--- src/rtl/instr_prefetch_unit_pkg.sv ---
// Shared fetch-path types and constants for the instruction prefetch unit.
package instr_prefetch_unit_pkg;

    localparam int unsigned XLEN = 32;
    localparam int unsigned INSTR_BYTES = 4;
    localparam logic [XLEN-1:0] RESET_VECTOR = 32'h0000_0000;

    typedef struct packed {
        logic [XLEN-1:0] pc;
        logic [XLEN-1:0] instr;
    } fetch_entry_t;

    function automatic logic [XLEN-1:0] word_align(input logic [XLEN-1:0] addr);
        return addr & ~XLEN'(INSTR_BYTES - 1);
    endfunction

endpackage

--- src/rtl/instr_prefetch_unit_if.sv ---
// Redirect, instruction-memory and decode-side handshake signals of the prefetch unit.
interface instr_prefetch_unit_if;
    import instr_prefetch_unit_pkg::*;

    logic            redirect_valid;
    logic [XLEN-1:0] redirect_pc;
    logic            imem_req;
    logic [XLEN-1:0] imem_addr;
    logic            imem_gnt;
    logic            imem_rvalid;
    logic [XLEN-1:0] imem_rdata;
    logic            instr_valid;
    logic [XLEN-1:0] instr;
    logic [XLEN-1:0] instr_pc;
    logic            instr_ready;

    modport master (
        input  redirect_valid, redirect_pc,
        output imem_req, imem_addr,
        input  imem_gnt, imem_rvalid, imem_rdata,
        output instr_valid, instr, instr_pc,
        input  instr_ready
    );

    modport slave (
        output redirect_valid, redirect_pc,
        input  imem_req, imem_addr,
        output imem_gnt, imem_rvalid, imem_rdata,
        input  instr_valid, instr, instr_pc,
        output instr_ready
    );

endinterface

--- src/rtl/instr_prefetch_unit_fifo.sv ---
// Synchronous show-ahead FIFO of fetch entries; flush empties it in one cycle.
module instr_prefetch_unit_fifo
    import instr_prefetch_unit_pkg::*;
#(
    parameter int unsigned DEPTH = 4
) (
    input  logic                       clk_i,
    input  logic                       rst_i,
    input  logic                       push_i,
    input  fetch_entry_t               push_data_i,
    input  logic                       pop_i,
    input  logic                       flush_i,
    output fetch_entry_t               head_o,
    output logic [$clog2(DEPTH):0]     count_o
);

    localparam int unsigned AW = $clog2(DEPTH);
    localparam int unsigned PW = AW + 1;

    logic [PW-1:0] wr_ptr_q, wr_ptr_d;
    logic [PW-1:0] rd_ptr_q, rd_ptr_d;
    fetch_entry_t  mem_q [DEPTH];

    always_comb begin
        wr_ptr_d = wr_ptr_q;
        rd_ptr_d = rd_ptr_q;
        if (flush_i) begin
            wr_ptr_d = '0;
            rd_ptr_d = '0;
        end else begin
            if (push_i) wr_ptr_d = wr_ptr_q + PW'(1);
            if (pop_i)  rd_ptr_d = rd_ptr_q + PW'(1);
        end
    end

    always_ff @(posedge clk_i) begin
        if (rst_i) begin
            wr_ptr_q <= '0;
            rd_ptr_q <= '0;
        end else begin
            wr_ptr_q <= wr_ptr_d;
            rd_ptr_q <= rd_ptr_d;
        end
    end

    // Storage needs no reset: pointers alone define which slots are live.
    always_ff @(posedge clk_i) begin
        if (push_i && !flush_i) mem_q[wr_ptr_q[AW-1:0]] <= push_data_i;
    end

    assign count_o = wr_ptr_q - rd_ptr_q;
    assign head_o  = mem_q[rd_ptr_q[AW-1:0]];

endmodule

--- src/rtl/instr_prefetch_unit.sv ---
// In-order instruction prefetcher: credit-limited word fetches, response queue, redirect flush.
module instr_prefetch_unit
    import instr_prefetch_unit_pkg::*;
#(
    parameter int unsigned     DEPTH    = 4,
    parameter logic [XLEN-1:0] RESET_PC = RESET_VECTOR
) (
    input logic                   clk,
    input logic                   rst,
    instr_prefetch_unit_if.master bus
);

    localparam int unsigned CW = $clog2(DEPTH) + 1;
    // Doomed responses can pile on top of a full set of live ones.
    localparam int unsigned OW = CW + 1;
    localparam logic [OW:0] DepthLim = (OW + 1)'(DEPTH);

    logic [XLEN-1:0] fetch_pc_q, fetch_pc_d;
    logic [XLEN-1:0] resp_pc_q, resp_pc_d;
    logic [OW-1:0]   outstanding_q, outstanding_d;
    logic [OW-1:0]   discard_q, discard_d;
    logic [CW-1:0]   count;
    logic [OW:0]     credits_used;
    logic            issue, resp, push, pop;
    fetch_entry_t    head, push_entry;

    assign credits_used = (OW + 1)'(count) + {1'b0, outstanding_q} - {1'b0, discard_q};

    // Saturation guard only matters if memory stalls responses across repeated redirects.
    assign bus.imem_req  = !rst && (credits_used < DepthLim) && (outstanding_q != '1);
    assign bus.imem_addr = fetch_pc_q;

    assign issue = bus.imem_req && bus.imem_gnt;
    assign resp  = bus.imem_rvalid && (outstanding_q != '0);
    assign pop   = bus.instr_valid && bus.instr_ready;

    always_comb begin
        fetch_pc_d    = fetch_pc_q;
        resp_pc_d     = resp_pc_q;
        discard_d     = discard_q;
        push          = 1'b0;
        outstanding_d = outstanding_q + OW'(issue) - OW'(resp);
        if (bus.redirect_valid) begin
            fetch_pc_d = word_align(bus.redirect_pc);
            resp_pc_d  = word_align(bus.redirect_pc);
            discard_d  = outstanding_d;
        end else begin
            if (issue) fetch_pc_d = fetch_pc_q + XLEN'(INSTR_BYTES);
            if (resp) begin
                if (discard_q != '0) begin
                    discard_d = discard_q - OW'(1);
                end else begin
                    push      = 1'b1;
                    resp_pc_d = resp_pc_q + XLEN'(INSTR_BYTES);
                end
            end
        end
    end

    always_ff @(posedge clk) begin
        if (rst) begin
            fetch_pc_q    <= RESET_PC;
            resp_pc_q     <= RESET_PC;
            outstanding_q <= '0;
            discard_q     <= '0;
        end else begin
            fetch_pc_q    <= fetch_pc_d;
            resp_pc_q     <= resp_pc_d;
            outstanding_q <= outstanding_d;
            discard_q     <= discard_d;
        end
    end

    assign push_entry = '{pc: resp_pc_q, instr: bus.imem_rdata};

    instr_prefetch_unit_fifo #(
        .DEPTH (DEPTH)
    ) u_fifo (
        .clk_i       (clk),
        .rst_i       (rst),
        .push_i      (push),
        .push_data_i (push_entry),
        .pop_i       (pop),
        .flush_i     (bus.redirect_valid),
        .head_o      (head),
        .count_o     (count)
    );

    assign bus.instr_valid = !rst && (count != '0);
    assign bus.instr       = bus.instr_valid ? head.instr : '0;
    assign bus.instr_pc    = bus.instr_valid ? head.pc : '0;

    rvalid_needs_outstanding_a: assert property (@(posedge clk) disable iff (rst)
        bus.imem_rvalid |-> outstanding_q != '0);

    no_overflow_a: assert property (@(posedge clk) disable iff (rst)
        push |-> (OW + 1)'(count) < DepthLim);

endmodule

--- src/flat_wrapper.sv ---
// flat-port wrapper written by rule: the top's interface ports become plain ports
module instr_prefetch_unit_flat import instr_prefetch_unit_pkg::*;
#(
    parameter int unsigned     DEPTH    = 4,
    parameter logic [XLEN-1:0] RESET_PC = RESET_VECTOR
)
  (clk, rst, bus_redirect_valid, bus_redirect_pc, bus_imem_req, bus_imem_addr, bus_imem_gnt, bus_imem_rvalid, bus_imem_rdata, bus_instr_valid, bus_instr, bus_instr_pc, bus_instr_ready);
  instr_prefetch_unit_if bus_i ();
  input logic clk;
  input logic rst;
  input wire logic [$bits(bus_i.redirect_valid)-1:0] bus_redirect_valid;
  input wire logic [$bits(bus_i.redirect_pc)-1:0] bus_redirect_pc;
  output wire logic [$bits(bus_i.imem_req)-1:0] bus_imem_req;
  output wire logic [$bits(bus_i.imem_addr)-1:0] bus_imem_addr;
  input wire logic [$bits(bus_i.imem_gnt)-1:0] bus_imem_gnt;
  input wire logic [$bits(bus_i.imem_rvalid)-1:0] bus_imem_rvalid;
  input wire logic [$bits(bus_i.imem_rdata)-1:0] bus_imem_rdata;
  output wire logic [$bits(bus_i.instr_valid)-1:0] bus_instr_valid;
  output wire logic [$bits(bus_i.instr)-1:0] bus_instr;
  output wire logic [$bits(bus_i.instr_pc)-1:0] bus_instr_pc;
  input wire logic [$bits(bus_i.instr_ready)-1:0] bus_instr_ready;
  assign bus_i.redirect_valid = bus_redirect_valid;
  assign bus_i.redirect_pc = bus_redirect_pc;
  assign bus_imem_req = bus_i.imem_req;
  assign bus_imem_addr = bus_i.imem_addr;
  assign bus_i.imem_gnt = bus_imem_gnt;
  assign bus_i.imem_rvalid = bus_imem_rvalid;
  assign bus_i.imem_rdata = bus_imem_rdata;
  assign bus_instr_valid = bus_i.instr_valid;
  assign bus_instr = bus_i.instr;
  assign bus_instr_pc = bus_i.instr_pc;
  assign bus_i.instr_ready = bus_instr_ready;
  instr_prefetch_unit #(.DEPTH(DEPTH), .RESET_PC(RESET_PC)) u_core (.clk(clk), .rst(rst), .bus(bus_i));
endmodule
--- config.mk ---
export PLATFORM = sky130hd
export DESIGN_NAME = instr_prefetch_unit_flat
export DESIGN_NICKNAME = d
export VERILOG_FILES = /design/src/rtl/instr_prefetch_unit_pkg.sv /design/src/rtl/instr_prefetch_unit_if.sv /design/src/rtl/instr_prefetch_unit_fifo.sv /design/src/rtl/instr_prefetch_unit.sv /design/src/flat_wrapper.sv
export SDC_FILE = /design/constraint.sdc
export NUM_CORES = 1
export LEC_CHECK = 0
export CAP_MARGIN = 25
export CORE_MARGIN = 4
export CORE_UTILIZATION = 40
export CTS_CLUSTER_SIZE = 12
export DETAILED_ROUTE_END_ITERATION = 16
export HOLD_SLACK_MARGIN = 0.15
export PLACE_DENSITY = 0.58
export SYNTH_ARGS = -nofsm -noshare
export SYNTH_HDL_FRONTEND = slang
export SYNTH_HIERARCHICAL = 1
export SYNTH_SLANG_ARGS = --single-unit
export TNS_END_PERCENT = 50
--- constraint.sdc ---
create_clock -name clk -period 12.7 [get_ports clk]
set_clock_uncertainty 0.05 [all_clocks]
set_input_delay 2.54 -clock clk [delete_from_list [all_inputs] [get_ports clk]]
set_output_delay 2.54 -clock clk [all_outputs]
set_load 0.01 [all_outputs]
==> results of run 1 <==
[cells in the final DEF, fill, tap and decap left out, drive strengths merged, types with 12 or more instances in the layout]
| master | instances |
|---|---|
| edfxtp | 256 |
| clkdlybuf4s50 | 162 |
| dfxtp | 76 |
| and2 | 73 |
| mux4 | 64 |
| inv | 62 |
| clkbuf | 51 |
| xnor2 | 36 |
| a21oi | 35 |
| a21boi | 31 |
| o31a | 29 |
| nor4 | 26 |
| nand2 | 25 |
| nor2 | 22 |
| nor3 | 20 |
| ha | 20 |
| nand4 | 17 |
| nand3 | 13 |
| o21a | 12 |
| buf | 12 |
| clkinv | 12 |
[metrics by stage]
step	utilization	instances	power (mW)	worst slack [ns]	hold slack, ns
detailed placement	0.462	1541	1.62	5.18	0.471
floorplan	-	959	1.50	5.99	0.431
global route	0.495	1607	2.70	5.09	0.480
finish	0.495	1607	2.58	5.25	0.473
CTS	0.494	1606	2.61	5.18	0.469
global placement	0.461	1539	1.62	5.22	0.453
[kinds of logic after synthesis]
group           after synthesis  share of synthesized area
xor+xnor                     43                     0.0263
flops                       332                      0.643
fa+ha+maj                    24                     0.0230
other cells                   1                   0.000262
mux                          69                      0.105
buf+inv                     113                     0.0381
simple gates                230                     0.0921
compound gates              138                     0.0725
[layer usage]
metal  vias to the layer above  share of wire
met4                         0          0.017
met3                        48          0.067
met1                      4212           0.45
met2                       221           0.47
li1                       3960              -
met5                         -              0
[sequential cells by signal, summed over array words and instances (netlist names), named ones only]
signal                  cells
u_core/bus.imem_addr       30
u_core/discard_q            4
u_core/outstanding_q        4
u_core/resp_pc_q           30
u_core/u_fifo/mem_q       256
u_core/u_fifo/rd_ptr_q      3
u_core/u_fifo/wr_ptr_q      3
[power by group]
group          internal (mW)  total (mW)  switching, mW  leakage (nW)
sequential              1.21        1.25         0.0407          2.96
combinational          0.157       0.347          0.190          2.25
clock                  0.566       0.979          0.414         0.546
[path summary, 6_finish.rpt]
| path | end | from | cells past startpoint |
|---|---|---|---|
| max | bus_instr_pc[29] | rst | 6 |
| min | u_core/u_fifo/mem_q[3][63]$_DFFE_PP_ | u_core/resp_pc_q[31]$_SDFFE_PP0P_ | 0 |
| max reg2reg | u_core/discard_q[2]$_SDFFE_PP0P_ | u_core/u_fifo/wr_ptr_q[0]$_SDFFE_PP0P_ | 18 |
| min reg2reg | u_core/u_fifo/mem_q[3][63]$_DFFE_PP_ | u_core/resp_pc_q[31]$_SDFFE_PP0P_ | 0 |
[area by class of cell]
cell class / count / area share
inverters: 61 / 0.0130
repair buffers: 174 / 0.101
multi-input cells: 514 / 0.264
flip-flops and latches: 332 / 0.525
well taps: 461 / 0.0329
clock buffers: 51 / 0.0581
clock inverters: 14 / 0.00556
==> impl_metrics.env, run 1 <==
export IMPL_grt_pass1_wl_um=50300
export IMPL_finalWirelength_um=32100
export IMPL_post_cts_setup_buffers=0
export IMPL_postRouteAntennaNets=0
export IMPL_synth_cell_type_count=55
export IMPL_ctsHoldBuffers=0
export IMPL_clk_transition_reported_paths_ns=0.06
export IMPL_mappedNetlistArea_mm2=0.0143
export IMPL_static_leakage_power_nw=5.75
export IMPL_ys_ff_latch=332
export IMPL_routed_via_count=8441
export IMPL_globalRouteMet1Util=0.234
export IMPL_syn_inst=950
export IMPL_area_growth_pct=22.4
export IMPL_drt_wirelength_per_cell_um=20.0
export IMPL_initial_cell_density_of_the_core=0.404
export IMPL_placeableCoreArea_mm2=0.0355
export IMPL_cpLargestDelayFamily="buffers and inverters"
export IMPL_rows=69
export IMPL_grt_max_degree=67
export IMPL_post_synth_cell_area_avg_um2=15.1
export IMPL_first_global_vias=8629
export IMPL_vias_per_cell=5.25
export IMPL_max_cap_violations=0
export IMPL_timing_critical_path_fanout_max=66
export IMPL_numCtsBuffers=37
export IMPL_die_area_mm2=0.0389
export IMPL_io_pin_count=168
export IMPL_tightest_slew_ns=1.04
export IMPL_num_antenna_cells=0
export IMPL_drcViolationCount=0
export IMPL_timing_worst_setup_path_type="input pin to primary output"
export IMPL_worst_ep_required_time_ns=10.11
export IMPL_numClockSinks=332
export IMPL_worstHoldPathType="flop to flop"
export IMPL_worstSetupEndpointType="primary output"
export IMPL_synth_enable_flop_cells=256
export IMPL_min_period_over_period=0.587
export IMPL_final_design_area_no_fill_mm2=0.0175
export IMPL_gr_max_usage_layer="met2"
export IMPL_synth_top_cells_by_count="256 x edfxtp_1, 76 x dfxtp_1, 73 x and2_1"
export IMPL_finalNetCount=1214
export IMPL_status="complete, no violations"
export IMPL_timing_critical_path_slowest_stage_cell="clkdlybuf4s50_1"
export IMPL_post_dp_hpwl_um=19800
export IMPL_cts_htree_levels=2
export IMPL_finalHoldViolCount=0
export IMPL_fin_setup_tns_ns=0
export IMPL_final_seq_area_mm2=0.00922
export IMPL_grt_overall_usage=0.165
export IMPL_grt_met2_usage=0.261
export IMPL_worst_ep_arrival_time_ns=4.86
export IMPL_final_wtd_congestion=0.785
export IMPL_timing_critical_path_from_type="input pin"
export IMPL_detail_route_iter0_violations=499
export IMPL_synth_async_sr_flop_share=0
export IMPL_report_final_setup_viol=0
export IMPL_grt_use_met3=0.0380
export IMPL_cts_tree="done"
export IMPL_cpPeakStageDelay_ns=0.60
export IMPL_power_ir_vdd_worst_v=0.0000830
export IMPL_residual_overflow_from_global_routing=0
export IMPL_first_drt_pass_iteration_count=4
export IMPL_timing_slew_headroom=0.304
export IMPL_seq_area_frac_synth=0.643
export IMPL_timing_fmax_mhz=134
export IMPL_dieHeight_um=197
export IMPL_final_max_slew_viol_count=0
export IMPL_fill_cells=3021
export IMPL_ctsResizeCount=0
export IMPL_worst_skew_pair_late_latency_ns=0.52
export IMPL_post_synth_top_count_cell="edfxtp_1"
export IMPL_antenna_found_initial=0
export IMPL_final_layout_size_suffix_gt1_frac=0.122
export IMPL_yosys_area_top_type_share=0.536
export IMPL_fin_crit_ns=7.45
export IMPL_regToRegSetupSlack_ns=7.59
export IMPL_yosys_top_cells_area="edfxtp_1 54%, dfxtp_1 11%, mux4_2 9.4%"
export IMPL_yosysWarningCount=6
export IMPL_synth_top_flop_cell="edfxtp_1"
export IMPL_longest_clk_path_bufs=3
export IMPL_total_area_of_multi_input_combinational_cells_mm2=0.00464
export IMPL_cellPowerDensity_mw_per_mm2=147
export IMPL_die_x_um=197
export IMPL_cp_num_buf_inv=4
export IMPL_critical_path_cell_chain="clkdlybuf4s50_1 -> buf_4 -> a31oi_4 -> buf_4 -> and2_1 -> clkdlybuf4s50_1"
export IMPL_setup_repair_after_global_routing_missed_its_margin="false"
export IMPL_placement_cell_area_mm2=0.0164
export IMPL_buffer_ports_inserted=163
export IMPL_cts_root_buf="clkbuf_16"
export IMPL_synth_area_leader_cell="edfxtp_1"
(Power assumes the default switching activity.)
==> inputs of run 2 (changes only) <==
--- a/config.mk
+++ b/config.mk
@@ -11,7 +11,7 @@
 export CTS_CLUSTER_SIZE = 12
 export DETAILED_ROUTE_END_ITERATION = 16
 export HOLD_SLACK_MARGIN = 0.15
-export PLACE_DENSITY = 0.58
+export PLACE_DENSITY = 0.61
 export SYNTH_ARGS = -nofsm -noshare
 export SYNTH_HDL_FRONTEND = slang
 export SYNTH_HIERARCHICAL = 1
==> constraint.sdc (replaced) <==
create_clock -name clk -period 6.1 [get_ports clk]
set_clock_uncertainty 0.05 [all_clocks]
set_input_delay 1.22 -clock clk [delete_from_list [all_inputs] [get_ports clk]]
set_output_delay 1.22 -clock clk [all_outputs]
set_load 0.01 [all_outputs]
==> impl_metrics.env, run 2 (same netlist as run 1, synthesis figures left out) <==
export IMPL_status="complete, no violations"
export IMPL_numClockSinks=332
export IMPL_initial_cell_density_of_the_core=0.404
export IMPL_residual_overflow_from_global_routing=0
export IMPL_area_growth_pct=23.0
export IMPL_final_max_slew_viol_count=0
export IMPL_end_of_the_worst_register_to_register_path="u_core/discard_q[3]$_SDFFE_PP0P_"
export IMPL_worstHoldPathType="flop to flop"
export IMPL_layout_common_cells="256 x edfxtp_1, 162 x clkdlybuf4s50_1, 74 x dfxtp_1"
export IMPL_die_area_mm2=0.0389
export IMPL_dieHeight_um=197
export IMPL_timing_critical_path_from_type="flop"
export IMPL_final_layout_size_suffix_gt1_frac=0.125
export IMPL_timing_slew_headroom=0.321
export IMPL_power_ir_vdd_worst_v=0.000182
export IMPL_worst_ep_arrival_time_ns=4.39
export IMPL_finalWirelength_um=32500
export IMPL_ctsHoldBuffers=0
export IMPL_crit_start="u_core/u_fifo/wr_ptr_q[0]$_SDFFE_PP0P_"
export IMPL_finish_utilization=0.497
export IMPL_min_period_over_period=0.928
export IMPL_final_wtd_congestion=0.826
export IMPL_placeableCoreArea_mm2=0.0355
export IMPL_placed_instances=1541
export IMPL_cpPeakStageDelay_ns=0.66
export IMPL_cpLargestDelayFamily="adder cells"
export IMPL_io_pin_count=168
export IMPL_stdcell_count=1610
export IMPL_regToRegSetupSlack_ns=0.95
export IMPL_setup_repair_after_global_routing_missed_its_margin="false"
export IMPL_first_global_vias=8683
export IMPL_timing_worst_setup_path_type="flop to primary output"
export IMPL_num_antenna_cells=0
export IMPL_antenna_found_initial=0
export IMPL_cts_root_buf="clkbuf_16"
export IMPL_finalNetCount=1215
export IMPL_postRouteAntennaNets=0
export IMPL_max_cap_violations=0
export IMPL_tightest_slew_ns=1.02
export IMPL_vias_per_cell=5.28
export IMPL_worst_r2r_startpoint="u_core/u_fifo/wr_ptr_q[0]$_SDFFE_PP0P_"
export IMPL_finalHoldViolCount=0
export IMPL_fin_setup_tns_ns=0
export IMPL_post_cts_setup_buffers=0
export IMPL_critical_path_cell_chain="inv_1 -> ha_1 -> fa_1 -> xnor2_1 -> xnor2_1 -> inv_1 -> fa_1 -> inv_1 -> ha_1 -> nor2b_1 -> a311oi_2 -> o211a_1 -> clkdlybuf4s50_1"
export IMPL_timing_critical_path_slowest_stage_cell="a311oi_2"
export IMPL_worst_r2r_cell_count=20
export IMPL_routed_via_count=8507
export IMPL_hold_path_cell_count=0
export IMPL_timing_fmax_mhz=177
export IMPL_timing_critical_path_fanout_max=10
export IMPL_drt_wirelength_per_cell_um=20.2
export IMPL_report_final_setup_viol=0
export IMPL_cp_common_cell="inv_1"
export IMPL_rows=69
export IMPL_drcViolationCount=0
export IMPL_grt_max_degree=67
export IMPL_detail_route_iter0_violations=485
export IMPL_first_drt_pass_iteration_count=5
export IMPL_cp_num_buf_inv=4
export IMPL_static_leakage_power_nw=5.80
export IMPL_longest_clk_path_bufs=3
export IMPL_final_design_area_no_fill_mm2=0.0176
export IMPL_die_x_um=197
export IMPL_largest_register_ffs=256
export IMPL_worst_hold_startpoint="u_core/resp_pc_q[31]$_SDFFE_PP0P_"
export IMPL_cts_htree_levels=2
export IMPL_cellPowerDensity_mw_per_mm2=311
export IMPL_total_power_mw=5.49
export IMPL_numCtsBuffers=37
export IMPL_worst_ep_required_time_ns=4.83
export IMPL_fin_crit_ns=5.66
export IMPL_placement_cell_area_mm2=0.0164
export IMPL_clk_transition_reported_paths_ns=0.06
export IMPL_post_dp_hpwl_um=20600
export IMPL_timing_hold_worst_endpoint="u_core/u_fifo/mem_q[3][63]$_DFFE_PP_"
export IMPL_worstSetupEndpointType="primary output"
export IMPL_grt_overall_usage=0.167
export IMPL_cts_tree="done"
export IMPL_worst_skew_pair_late_latency_ns=0.51
export IMPL_buffer_ports_inserted=163
export IMPL_grt_pass1_wl_um=50800
export IMPL_most_common_cell_after_layout_fill_and_taps_aside="edfxtp_1"
export IMPL_ctsResizeCount=0
## run 2: worst register-to-register path, cell delays in order, from the launching register on
cell,delay (ns)
dfxtp_1,0.41
inv_1,0.11
ha_1,0.22
fa_1,0.37
xnor2_1,0.18
xnor2_1,0.14
inv_1,0.12
fa_1,0.50
inv_1,0.04
ha_1,0.19
nor2b_1,0.14
a311oi_2,0.66
o211ai_1,0.50
ha_1,0.34
inv_1,0.09
ha_1,0.23
a21o_1,0.17
a21oi_1,0.18
xnor2_1,0.10
and2_1,0.16
a211oi_1,0.19
## run 2: metal layers
layer  global-route usage  part of all wire
met5                    0                 0
met4               0.0421             0.020
met3               0.0356             0.058
met2                0.270              0.47
met1                0.232              0.45
## run 2: how the worst max path moves through the flow
stage / to / slack (ns) / cells after the start
3_5_place_dp: u_core/discard_q[3]$_SDFFE_PP0P_ / 0.98 / 20
3_3_place_gp: bus_instr_pc[23] / 0.97 / 5
4_1_cts: bus_imem_req / 0.42 / 13
5_1_grt: bus_imem_req / 0.17 / 13
2_1_floorplan: u_core/u_fifo/mem_q[3][0]$_DFFE_PP_ / 0.71 / 7
6_report: bus_imem_req / 0.44 / 13
## run 2: area by class of cell
cell class | instances | area, um^2
Sequential cell | 332 | 9210
Clock buffer | 53 | 1080
Multi-Input combinational cell | 514 | 4640
Clock inverter | 14 | 118
Timing Repair Buffer | 175 | 1770
Inverter | 61 | 229
Fill cell | 3029 | 17900
Tap cell | 461 | 577
## run 2: report_power, final
part	switching (mW)	internal [mW]
registers	0.0874	2.53
logic	0.394	0.327
clock network	0.842	1.31
## run 2: metrics by stage
| stage | hold slack (ns) | setup WS, ns |
|---|---|---|
| global placement | 0.456 | 0.973 |
| finish | 0.487 | 0.441 |
| global route | 0.501 | 0.174 |
| CTS | 0.482 | 0.417 |
| detailed placement | 0.474 | 0.981 |
| floorplan | 0.431 | 0.711 |
==> inputs of run 3 (changes only) <==
--- a/config.mk
+++ b/config.mk
@@ -6,7 +6,6 @@
 export NUM_CORES = 1
 export LEC_CHECK = 0
 export CAP_MARGIN = 25
-export CORE_MARGIN = 4
 export CORE_UTILIZATION = 40
 export CTS_CLUSTER_SIZE = 12
 export DETAILED_ROUTE_END_ITERATION = 16
==> impl_metrics.env, run 3 (same netlist as run 1, synthesis figures left out) <==
export IMPL_status="complete, no violations"
export IMPL_longest_clk_path_bufs=3
export IMPL_tightest_slew_ns=1.01
export IMPL_grt_pass1_wl_um=48100
export IMPL_final_seq_area_mm2=0.00922
export IMPL_pre_cts_slack_ns=0.962
export IMPL_io_pin_count=168
export IMPL_min_period_over_period=0.935
export IMPL_setup_repair_after_global_routing_missed_its_margin="false"
export IMPL_ctsHoldBuffers=0
export IMPL_detail_route_iter0_violations=517
export IMPL_largest_register_ffs=256
export IMPL_final_design_area_no_fill_mm2=0.0175
export IMPL_first_drt_pass_iteration_count=4
export IMPL_most_common_cell_after_layout_fill_and_taps_aside="edfxtp_1"
export IMPL_final_setup_worst_slack_ns=0.399
export IMPL_final_layout_size_suffix_gt1_frac=0.124
export IMPL_post_cts_setup_buffers=0
export IMPL_first_global_vias=8430
export IMPL_ctsResizeCount=0
export IMPL_max_cap_violations=0
export IMPL_fin_setup_tns_ns=0
export IMPL_placeableCoreArea_mm2=0.0349
export IMPL_worst_hold_slack_ns=0.476
export IMPL_grt_max_degree=67
export IMPL_report_final_setup_viol=0
export IMPL_numCtsBuffers=37
export IMPL_fill_cells=2976
export IMPL_buffer_ports_inserted=163
export IMPL_vias_per_cell=5.22
export IMPL_final_max_slew_viol_count=0
export IMPL_worstSetupEndpointType="primary output"
export IMPL_finalWirelength_um=31400
export IMPL_post_dp_hpwl_um=19900
export IMPL_total_area_of_multi_input_combinational_cells_mm2=0.00464
export IMPL_stdcell_count=1606
export IMPL_worst_r2r_cell_count=20
export IMPL_routed_via_count=8378
export IMPL_finalNetCount=1218
export IMPL_hold_path_cell_count=0
export IMPL_cts_root_buf="clkbuf_16"
export IMPL_final_wtd_congestion=0.782
export IMPL_initial_cell_density_of_the_core=0.411
export IMPL_timing_critical_path_from_type="flop"
export IMPL_total_power_mw=5.37
export IMPL_cts_htree_levels=2
export IMPL_dieHeight_um=191
export IMPL_timing_worst_setup_path_type="flop to primary output"
export IMPL_worst_skew_pair_late_latency_ns=0.50
export IMPL_finalHoldViolCount=0
export IMPL_postRouteAntennaNets=0
export IMPL_timing_critical_path_fanout_max=10
export IMPL_worst_ep_required_time_ns=4.83
export IMPL_finish_utilization=0.503
export IMPL_timing_slew_headroom=0.324
export IMPL_residual_overflow_from_global_routing=0
export IMPL_grt_overall_usage=0.173
export IMPL_layout_common_cells="256 x edfxtp_1, 162 x clkdlybuf4s50_1, 74 x dfxtp_1"
export IMPL_fin_crit_ns=5.70
export IMPL_power_ir_vdd_worst_v=0.000214
export IMPL_die_x_um=191
export IMPL_cts_tree="done"
export IMPL_rows=68
export IMPL_timing_fmax_mhz=175
export IMPL_drcViolationCount=0
export IMPL_worst_ep_arrival_time_ns=4.43
export IMPL_die_area_mm2=0.0366
export IMPL_clk_transition_reported_paths_ns=0.06
export IMPL_numClockSinks=332
export IMPL_placement_cell_area_mm2=0.0164
export IMPL_drt_wirelength_per_cell_um=19.5
export IMPL_worstHoldPathType="flop to flop"
export IMPL_cellPowerDensity_mw_per_mm2=306
export IMPL_area_growth_pct=22.3
export IMPL_placed_instances=1539
export IMPL_antenna_found_initial=1
export IMPL_static_leakage_power_nw=5.76
==> run 3: area by class of cell <==
type | count | area share
diodes | 1 | 0.000143
clock buffers | 49 | 0.0572
clock inverters | 16 | 0.00635
inverters | 61 | 0.0131
multi-input cells | 514 | 0.265
flip-flops and latches | 332 | 0.526
well taps | 455 | 0.0325
repair buffers | 178 | 0.100
==> run 3: worst paths after layout <==
path | start | end | slack [ns]
worst max register to register | u_core/u_fifo/wr_ptr_q[0]$_SDFFE_PP0P_ | u_core/discard_q[3]$_SDFFE_PP0P_ | 0.94
worst max-delay path | u_core/u_fifo/wr_ptr_q[0]$_SDFFE_PP0P_ | bus_imem_req | 0.40
worst min-delay path | u_core/resp_pc_q[31]$_SDFFE_PP0P_ | u_core/u_fifo/mem_q[0][63]$_DFFE_PP_ | 0.48
worst min register to register | u_core/resp_pc_q[31]$_SDFFE_PP0P_ | u_core/u_fifo/mem_q[0][63]$_DFFE_PP_ | 0.48
==> run 3: report_power, final <==
part / switching [mW] / total [mW] / internal [mW]
Combinational: 0.398 / 0.725 / 0.327
Clock: 0.837 / 2.03 / 1.20
Sequential: 0.0849 / 2.61 / 2.52
Total: 1.32 / 5.37 / 4.05
==> run 3: per-layer routing <==
metal,global-route usage,share of wire
met5,0,0
met4,0.0525,0.022
met3,0.0340,0.053
met2,0.275,0.46
met1,0.239,0.46
==> run 3: critical path, stage by stage (launching register included) <==
cell             delay (ns)
dfxtp_1                0.39
inv_1                  0.10
ha_1                   0.21
fa_1                   0.37
xnor2_1                0.20
xnor2_1                0.14
inv_1                  0.12
fa_1                   0.51
inv_1                  0.05
ha_1                   0.19
nor2b_1                0.14
a311oi_2               0.67
o211a_1                0.29
clkdlybuf4s50_1        0.54
